### config.mk
export PLATFORM = sky130hd
export DESIGN_NAME = inst_decode_stage_flat
export DESIGN_NICKNAME = d
export VERILOG_FILES = /design/src/rtl/inst_decode_stage_if.sv /design/src/rtl/inst_decode_stage.sv /design/src/flat_wrapper.sv
export SDC_FILE = /design/constraint.sdc
export NUM_CORES = 1
export LEC_CHECK = 0
export ABC_AREA = 1
export ABC_CLOCK_PERIOD_IN_PS = 3470
export CORE_MARGIN = 1.5
export CORE_UTILIZATION = 53
export CTS_CLUSTER_SIZE = 25
export DETAILED_ROUTE_END_ITERATION = 6
export HOLD_SLACK_MARGIN = 0.03
export PLACE_DENSITY = 0.91
export SETUP_SLACK_MARGIN = 0.15
export SYNTH_ARGS = -nofsm -noshare
export SYNTH_HDL_FRONTEND = slang
export SYNTH_SLANG_ARGS = --single-unit
### constraint.sdc
create_clock -name clk -period 3.47 [get_ports clk]
set_clock_uncertainty 0.05 [all_clocks]
set_input_delay 0.347 -clock clk [delete_from_list [all_inputs] [get_ports clk]]
set_output_delay 0.347 -clock clk [all_outputs]
set_load 0.1 [all_outputs]
### src/rtl/inst_decode_stage_if.sv
// Fetch-side and decode-side bus of the IF/ID stage.
// The stage itself takes the slave modport.
interface inst_decode_stage_if #(
    parameter int PC_W = 32
);
    logic            fetch_valid;
    logic            fetch_ready;
    logic [31:0]     fetch_inst;
    logic [PC_W-1:0] fetch_pc;
    logic            dec_valid;
    logic            dec_ready;
    logic [PC_W-1:0] dec_pc;
    logic [24:0]     Inst;
    logic            ILoad;
    logic            S;
    logic            SB;
    logic            U;
    logic            UJ;
    logic [4:0]      rs1;
    logic [4:0]      rs2;
    logic [4:0]      rd;
    logic            illegal;
    logic            nop;

    modport master (
        output fetch_valid, fetch_inst, fetch_pc, dec_ready,
        input  fetch_ready, dec_valid, dec_pc, Inst, ILoad, S, SB, U, UJ,
               rs1, rs2, rd, illegal, nop
    );

    modport slave (
        input  fetch_valid, fetch_inst, fetch_pc, dec_ready,
        output fetch_ready, dec_valid, dec_pc, Inst, ILoad, S, SB, U, UJ,
               rs1, rs2, rd, illegal, nop
    );
endinterface

### src/rtl/inst_decode_stage.sv
// IF/ID stage: 2-entry skid FIFO with decode-at-push, so every decode output
// is a register read of the head entry, forced to zero while the FIFO is empty.
module inst_decode_stage #(
    parameter int XLEN = 32,
    parameter int PC_W = 32
) (
    input logic               clk,
    input logic               rst_n,
    input logic               flush,
    inst_decode_stage_if.slave bus
);
    typedef struct packed {
        logic illegal;
        logic uj;
        logic u;
        logic sb;
        logic s;
        logic iload;
    } sel_t;

    // Opcode bits are consumed at push; only the fields after [6:0] are kept.
    typedef struct packed {
        logic [XLEN-1:7] inst;
        logic [PC_W-1:0] pc;
        sel_t            sel;
    } entry_t;

    function automatic sel_t classify(input logic [XLEN-1:0] w);
        sel_t r;
        r = '0;
        case (w[6:0])
            7'b0000011, 7'b0010011, 7'b1100111: r.iload = 1'b1;
            7'b0100011:                         r.s     = 1'b1;
            7'b1100011:                         r.sb    = 1'b1;
            7'b0110111, 7'b0010111:             r.u     = 1'b1;
            7'b1101111:                         r.uj    = 1'b1;
            7'b0110011, 7'b1110011, 7'b0001111: r       = '0;
            default:                            r.illegal = 1'b1;
        endcase
        return r;
    endfunction

    entry_t     entry_q [2];
    entry_t     entry_d [2];
    logic [1:0] count_q, count_d;
    logic       head_q, head_d;
    logic       push, pop, tail;
    entry_t     head_e;

    assign bus.fetch_ready = (count_q != 2'd2);
    assign bus.dec_valid   = (count_q != 2'd0);
    assign push = bus.fetch_valid & bus.fetch_ready & ~flush;
    assign pop  = bus.dec_valid & bus.dec_ready & ~flush;
    // Write slot: the head when empty, the other slot when one entry is held.
    assign tail = head_q ^ (count_q == 2'd1);

    always_comb begin
        entry_d = entry_q;
        count_d = count_q;
        head_d  = head_q;
        if (flush) begin
            count_d = 2'd0;
            head_d  = 1'b0;
        end else begin
            if (push) begin
                entry_d[tail].inst = bus.fetch_inst[XLEN-1:7];
                entry_d[tail].pc   = bus.fetch_pc;
                entry_d[tail].sel  = classify(bus.fetch_inst);
            end
            if (push && !pop)
                count_d = count_q + 2'd1;
            else if (pop && !push)
                count_d = count_q - 2'd1;
            if (pop)
                head_d = ~head_q;
        end
    end

    always_ff @(posedge clk or negedge rst_n) begin
        if (!rst_n) begin
            count_q    <= 2'd0;
            head_q     <= 1'b0;
            entry_q[0] <= '0;
            entry_q[1] <= '0;
        end else begin
            count_q    <= count_d;
            head_q     <= head_d;
            entry_q[0] <= entry_d[0];
            entry_q[1] <= entry_d[1];
        end
    end

    assign head_e      = bus.dec_valid ? entry_q[head_q] : '0;
    assign bus.dec_pc  = head_e.pc;
    assign bus.Inst    = head_e.inst[31:7];
    assign bus.rs1     = head_e.inst[19:15];
    assign bus.rs2     = head_e.inst[24:20];
    assign bus.rd      = head_e.inst[11:7];
    assign bus.ILoad   = head_e.sel.iload;
    assign bus.S       = head_e.sel.s;
    assign bus.SB      = head_e.sel.sb;
    assign bus.U       = head_e.sel.u;
    assign bus.UJ      = head_e.sel.uj;
    assign bus.illegal = head_e.sel.illegal;
    assign bus.nop     = ~bus.dec_valid | flush;
endmodule

### src/flat_wrapper.sv
// flat-port wrapper written by rule: the top's interface ports become plain ports
module inst_decode_stage_flat 
#(
    parameter int XLEN = 32,
    parameter int PC_W = 32
)
  (clk, rst_n, flush, bus_fetch_valid, bus_fetch_inst, bus_fetch_pc, bus_dec_ready, bus_fetch_ready, bus_dec_valid, bus_dec_pc, bus_Inst, bus_ILoad, bus_S, bus_SB, bus_U, bus_UJ, bus_rs1, bus_rs2, bus_rd, bus_illegal, bus_nop);
  inst_decode_stage_if #(.PC_W(PC_W)) bus_i ();
  input logic clk;
  input logic rst_n;
  input logic flush;
  input wire logic [$bits(bus_i.fetch_valid)-1:0] bus_fetch_valid;
  input wire logic [$bits(bus_i.fetch_inst)-1:0] bus_fetch_inst;
  input wire logic [$bits(bus_i.fetch_pc)-1:0] bus_fetch_pc;
  input wire logic [$bits(bus_i.dec_ready)-1:0] bus_dec_ready;
  output wire logic [$bits(bus_i.fetch_ready)-1:0] bus_fetch_ready;
  output wire logic [$bits(bus_i.dec_valid)-1:0] bus_dec_valid;
  output wire logic [$bits(bus_i.dec_pc)-1:0] bus_dec_pc;
  output wire logic [$bits(bus_i.Inst)-1:0] bus_Inst;
  output wire logic [$bits(bus_i.ILoad)-1:0] bus_ILoad;
  output wire logic [$bits(bus_i.S)-1:0] bus_S;
  output wire logic [$bits(bus_i.SB)-1:0] bus_SB;
  output wire logic [$bits(bus_i.U)-1:0] bus_U;
  output wire logic [$bits(bus_i.UJ)-1:0] bus_UJ;
  output wire logic [$bits(bus_i.rs1)-1:0] bus_rs1;
  output wire logic [$bits(bus_i.rs2)-1:0] bus_rs2;
  output wire logic [$bits(bus_i.rd)-1:0] bus_rd;
  output wire logic [$bits(bus_i.illegal)-1:0] bus_illegal;
  output wire logic [$bits(bus_i.nop)-1:0] bus_nop;
  assign bus_i.fetch_valid = bus_fetch_valid;
  assign bus_i.fetch_inst = bus_fetch_inst;
  assign bus_i.fetch_pc = bus_fetch_pc;
  assign bus_i.dec_ready = bus_dec_ready;
  assign bus_fetch_ready = bus_i.fetch_ready;
  assign bus_dec_valid = bus_i.dec_valid;
  assign bus_dec_pc = bus_i.dec_pc;
  assign bus_Inst = bus_i.Inst;
  assign bus_ILoad = bus_i.ILoad;
  assign bus_S = bus_i.S;
  assign bus_SB = bus_i.SB;
  assign bus_U = bus_i.U;
  assign bus_UJ = bus_i.UJ;
  assign bus_rs1 = bus_i.rs1;
  assign bus_rs2 = bus_i.rs2;
  assign bus_rd = bus_i.rd;
  assign bus_illegal = bus_i.illegal;
  assign bus_nop = bus_i.nop;
  inst_decode_stage #(.XLEN(XLEN), .PC_W(PC_W)) u_core (.clk(clk), .rst_n(rst_n), .flush(flush), .bus(bus_i));
endmodule
Word level (Yosys, flattened, before mapping)
Cells that the tools add are included.
{ "word_totals": {"ff_bits": 129, "latch_bits": 0, "ram_bits": 0, "romBits": 0, "out_inout_bits": 81, "wordCells": 95, "mem_count": 0} }
{ "op_classes": {"addsub": 2, "n_mul": 0, "div": 0, "n_lt_le_gt_ge": 3, "eq_ne": 13, "n_shift": 0, "muxes": 36, "bitwise": 11, "reduce_logical": 12} }
{ "ops": {"columns": ["cell", "n"], "rows": [
  ["126-bit bitwise mux", 3],
  ["63-bit 2-to-1 mux", 5],
  ["63-bit demux with 1-bit select", 3],
  ["38-bit 2-to-1 mux", 1],
  ["7-bit equality test (second input constant)", 4],
  ["7-bit by 6-bit equality test with 1-bit output (second input constant)", 3],
  ["1-bit 2-to-1 mux", 20],
  ["7-bit by 5-bit equality test with 1-bit output (second input constant)", 2],
  ["11-bit OR reduction", 1],
  ["7-bit by 2-bit equality test with 1-bit output (second input constant)", 1],
  ["7-bit by 4-bit equality test with 1-bit output (second input constant)", 1],
  ["2-bit 2-to-1 mux", 3],
  ["6-bit 2-to-1 mux", 1],
  ["1-bit bitwise AND", 4],
  ["2-bit >= comparator (second input constant)", 2],
  ["1-bit inverter with 2-bit output", 2],
  ["2-bit nonzero test", 2],
  ["1-bit logical AND", 3],
  ["1-bit inverter", 3],
  ["3-bit nonzero test", 1],
  ["3-bit OR reduction", 1],
  ["2-bit by 1-bit adder with 2-bit output (second input constant)", 1],
  ["2-bit by 1-bit equality test with 1-bit output (second input constant)", 1],
  ["1-bit logical NOT", 2],
  ["other kinds (7)", 7]
]} }

Depth between registers and ports, before layout
{ "logic_depth": {"ltp_word": 10, "ltp_mapped": 10} }

Worst setup path after synthesis
Ideal clock, no wire load.
{ "synth_timing": {"path_kind": "register -> output", "startpoint": "register u_core.count_q[0]", "endpoint": "output port bus_dec_pc[0]", "arrival_time_ns": 3.429, "required_time_ns": 3.073, "slack_ns": -0.356, "path_stages_with_launch": 8, "path_cell_list": "dfrtp_1 -> inv_1 -> ha_1 -> inv_1 -> clkbuf_1 -> clkbuf_1 -> o21ai_0 -> nor2_1"} }
{ "synth_via": {"elab_chain_len": 2} }
{ "synth_lines": {"columns": ["element", "line_no", "source"], "rows": [
  ["start, declared", "inst_decode_stage.sv:45", "logic [1:0] count_q, count_d;"],
  ["start signal, assigned", "inst_decode_stage.sv:86", "count_q <= count_d;"],
  ["2-bit nonzero test", "inst_decode_stage.sv:51", "assign bus.dec_valid = (count_q != 2'd0);"],
  ["named net bus_dec_valid", "flat_wrapper.sv:17", "output wire logic [$bits(bus_i.dec_valid)-1:0] bus_dec_valid;"],
  ["63-bit 2-to-1 mux", "inst_decode_stage.sv:93", "assign head_e = bus.dec_valid ? entry_q[head_q] : '0;"],
  ["end, declared", "flat_wrapper.sv:18", "output wire logic [$bits(bus_i.dec_pc)-1:0] bus_dec_pc;"]
]} }
The timed path passes the listed nets, and every way through them passes these cells.

Final worst setup path
{ "layout_timing": {"startpoint": "register u_core.count_q[0]", "endpoint": "output port bus_rs1[4]"} }
{ "layout_via": {"elab_chain_len": 2} }
{ "layout_lines": {"columns": ["element", "line_no", "source"], "rows": [
  ["2-bit nonzero test", "inst_decode_stage.sv:51", null],
  ["63-bit 2-to-1 mux", "inst_decode_stage.sv:93", null],
  ["end, declared", "flat_wrapper.sv:25", "output wire logic [$bits(bus_i.rs1)-1:0] bus_rs1;"]
]} }
No other way between the ends.

==> summary.md <==
| Metric | Value |
|---|---|
| TritonRoute pass-1 iters | `6` |
| Placer Congestion | `0.782` |
| CP max-delay cell | `clkinv_1` |
| Fin cells | `a little over 1000` |
| Vias in the first global route | `5582` |
| Distinct cells, synth | `24` |
| N_diodes | `0` |
| CTS H-tree lvls | `4` |
| Port bufs | `approximately 150` |
| RSZ-0062 raised after global routing | `false` |
| Setup crit end kind | `primary output` |
| Delay-heaviest family, CP | `buffers and inverters` |
| Crit-path max cell delay | `between 0.6 and 0.7 ns` |
| CP arrival | `2.68 ns` |
| Final hold vios | `0` |
| Total Wirelength | `approximately 16 mm` |
| Area of the multi-input gates | `2240 µm²` |
| Setup violators final | `0` |
| Yosys warns | `0` |
| Max-cap violations | `0` |
| Synth Area in Compound Gates | `16.6%` |
| Post-DP HPWL | `between 10 and 15 mm` |
| Die Width | `110 µm` |
| Area Overhead vs Synth | `45.9%` |
| Combinational family with the most area after synthesis | `simple AND/OR/NAND/NOR gates` |
| Multiplexer share of the synthesized area | `0%` |
| CTS Sinks | `approximately 130` |
| Vias/cell | `5.52` |
| Synth Cell Area | `about 6100 µm²` |
| Slew Limit Fails | `0` |
| Reg clk slew, reported paths | `0.06 ns` |
| Register area | `3230 µm²` |
| Hold_ws | `0.429 ns` |
| CP Buf/Inv Count | `4` |
| Number of CTS-inserted buffers | `17` |
| Register area share after synthesis | `between 50% and 60%` |
| Hold crit path type | `input port to asynchronous set/reset pin` |
| Initial Util | `55.2%` |
| Largest net degree at the start of global routing | `86` |
| I/O Pins | `150` |
| Initial drt markers | `roughly 520` |
| Total number of vias | `5671` |
| Fillers | `645` |
| CP Cell Sequence | `inv_1 -> ha_1 -> clkinv_1 -> buf_12 -> o21ai_0 -> nor2_2 -> buf_12` |
| Layout cells sized above 1 | `18.1%` |
| Root Driver | `clkbuf_16` |
| Setup TNS Final | `0 ns` |
| CTS tree | `built` |
| Global-route congestion overflow total | `0` |
| Initial antenna violation count | `0` |
| Cells after synthesis | `760` |
| CP dominant cell by count | `buf_12` |
| Core area | `11000 µm²` |
| CP required | `3.07 ns` |
| Post-synthesis xor/xnor area fraction | `0.144%` |
| Post-Synth Adder-Cell Area | `less than 1%` |
| Post-synthesis simple-gate area fraction | `18.6%` |
| Clock latency on the worst-skew pair | `slightly above 0.4 ns` |
| Syn nets | `832` |
| Chip height | `110 µm` |
| Worst setup path class | `register to primary output` |
| DRC | `0` |
| Tmin final | `3.08 ns` |
| Clk buf depth | `2` |
| Post-placement cell count | `996` |
| Avg Cell Area, Syn | `roughly 8.0 µm²` |
| Crit Path Max Fanout | `37` |
| Full die area | `12100 µm²` |
| Worst Tran Pin Value | `0.960 ns` |
| Post-synthesis register bit count | `129` |
| Number of nets with antenna violations after routing | `0` |
| Peak Freq | `0.325 GHz` |
| Final Cycle Share | `about nine tenths` |
| Nets | `948` |
| Relative slew slack | `35.8%` |
| Worst R2R Path Depth | `9` |
| # rows | `38` |
| GR Util All Layers | `28.1%` |
| First-pass GRT wire length | `26.1 mm` |
| Wire per inst | `around 16 µm` |
| Levels on crit path | `7` |
| Outcome | `completed` |
| Setup crit start kind | `register` |
-- cell families (layout without fill, tap and decap cells) --
| kind of cell | after synthesis | after routing |
|---|---|---|
| compound gates | 193 | 193 |
| xor+xnor | 1 | 1 |
| fa+ha+maj | 3 | 3 |
| buf+inv | 139 | 267 |
| flops | 129 | 129 |
| simple gates | 295 | 295 |
-- metrics by stage --
stage,util [%],instance area [µm²],setup WS [ns]
floorplan,-,6120,0.556
global placement,75.0,8240,0.994
detailed placement,75.0,8240,0.922
CTS,80.6,8850,0.443
global route,80.6,8850,0.266
finish,80.6,8850,0.392
-- timing repair --
action | 4_1_cts | 5_1_grt
endpoints found under the hold margin | 44 | 0
buffers inserted | 0 | 0
resized for setup | 0 | 0
hold buffers | 1 | 0
-- cells in the final DEF (no fill, tap or decap), drive strengths merged --
master         synthesis  final
o21ai                190    190
nand2                151    151
nor2                 139    139
dfrtp                129    129
buf                   32     89
inv                   78     77
clkdlybuf4s50          0     68
clkbuf                29     18
clkinv                 0      8
ha                     3      3
bufinv                 0      3
clkinvlp               0      3
nand3                  3      3
a21oi                  2      2
xor2                   1      1
nor3                   1      1
a31oi                  1      1
nand3b                 1      1
dlygate4sd3            0      1
-- worst register-to-register path: stages (launching register included) --
cell and delay, ns:
dfrtp_1 0.39, inv_1 0.08, ha_1 0.20, inv_1 0.08, nand3_2 0.15, nor2_2 0.26, clkinv_2 0.40, buf_4 0.43
nand2_1 0.12, o21ai_0 0.10
-- Yosys cell counts, drive strengths merged --
cell	instances	area share, %
nand3	3	0.33
nor3	1	0.082
a21oi	2	0.17
inv	78	4.8
ha	3	0.62
dfrtp	129	53
nand3b	1	0.12
clkbuf	29	1.8
nand2	151	9.3
xor2	1	0.14
buf	32	4.2
o21ai	190	16
nor2	139	8.8
a31oi	1	0.10
-- state kept, by name, summed over array words and instances (netlist names) --
signal / flops
u_core.head_q: 1
u_core.count_q: 2
u_core.entry_q: 126
-- area by class of cell --
class                           instances  area share, %
Clock inverter                         13           1.84
Inverter                               78           3.35
Sequential cell                       129           36.5
Tap cell                              140           1.98
Clock buffer                           18           4.96
Timing Repair Buffer                  158           26.1
Multi-Input combinational cell        492           25.3
-- worst paths after layout --
path,startpoint,slack (ns),to
worst min register to register,u_core.entry_q[103],0.43,u_core.entry_q[103]
max in group asynchronous,rst_n,2.08,u_core.entry_q[117]
worst max-delay path,u_core.count_q[0],0.39,bus_rs1[4]
worst min-delay path,rst_n,0.43,u_core.entry_q[22]
worst max register to register,u_core.count_q[0],1.07,u_core.entry_q[110]
min in group clk,u_core.entry_q[103],0.43,u_core.entry_q[103]
-- metal layers --
layer,vias up,GRT usage (%),part of all wire [%]
li1,2613,-,-
met4,0,13.7,3.5
met5,-,0,0
met2,298,47.7,51
met1,2707,34.6,39
met3,53,4.94,7.4
Power is left out: the tool's default activity adds up to more than one toggle a clock period on the data nets, which glitch-free logic cannot reach.
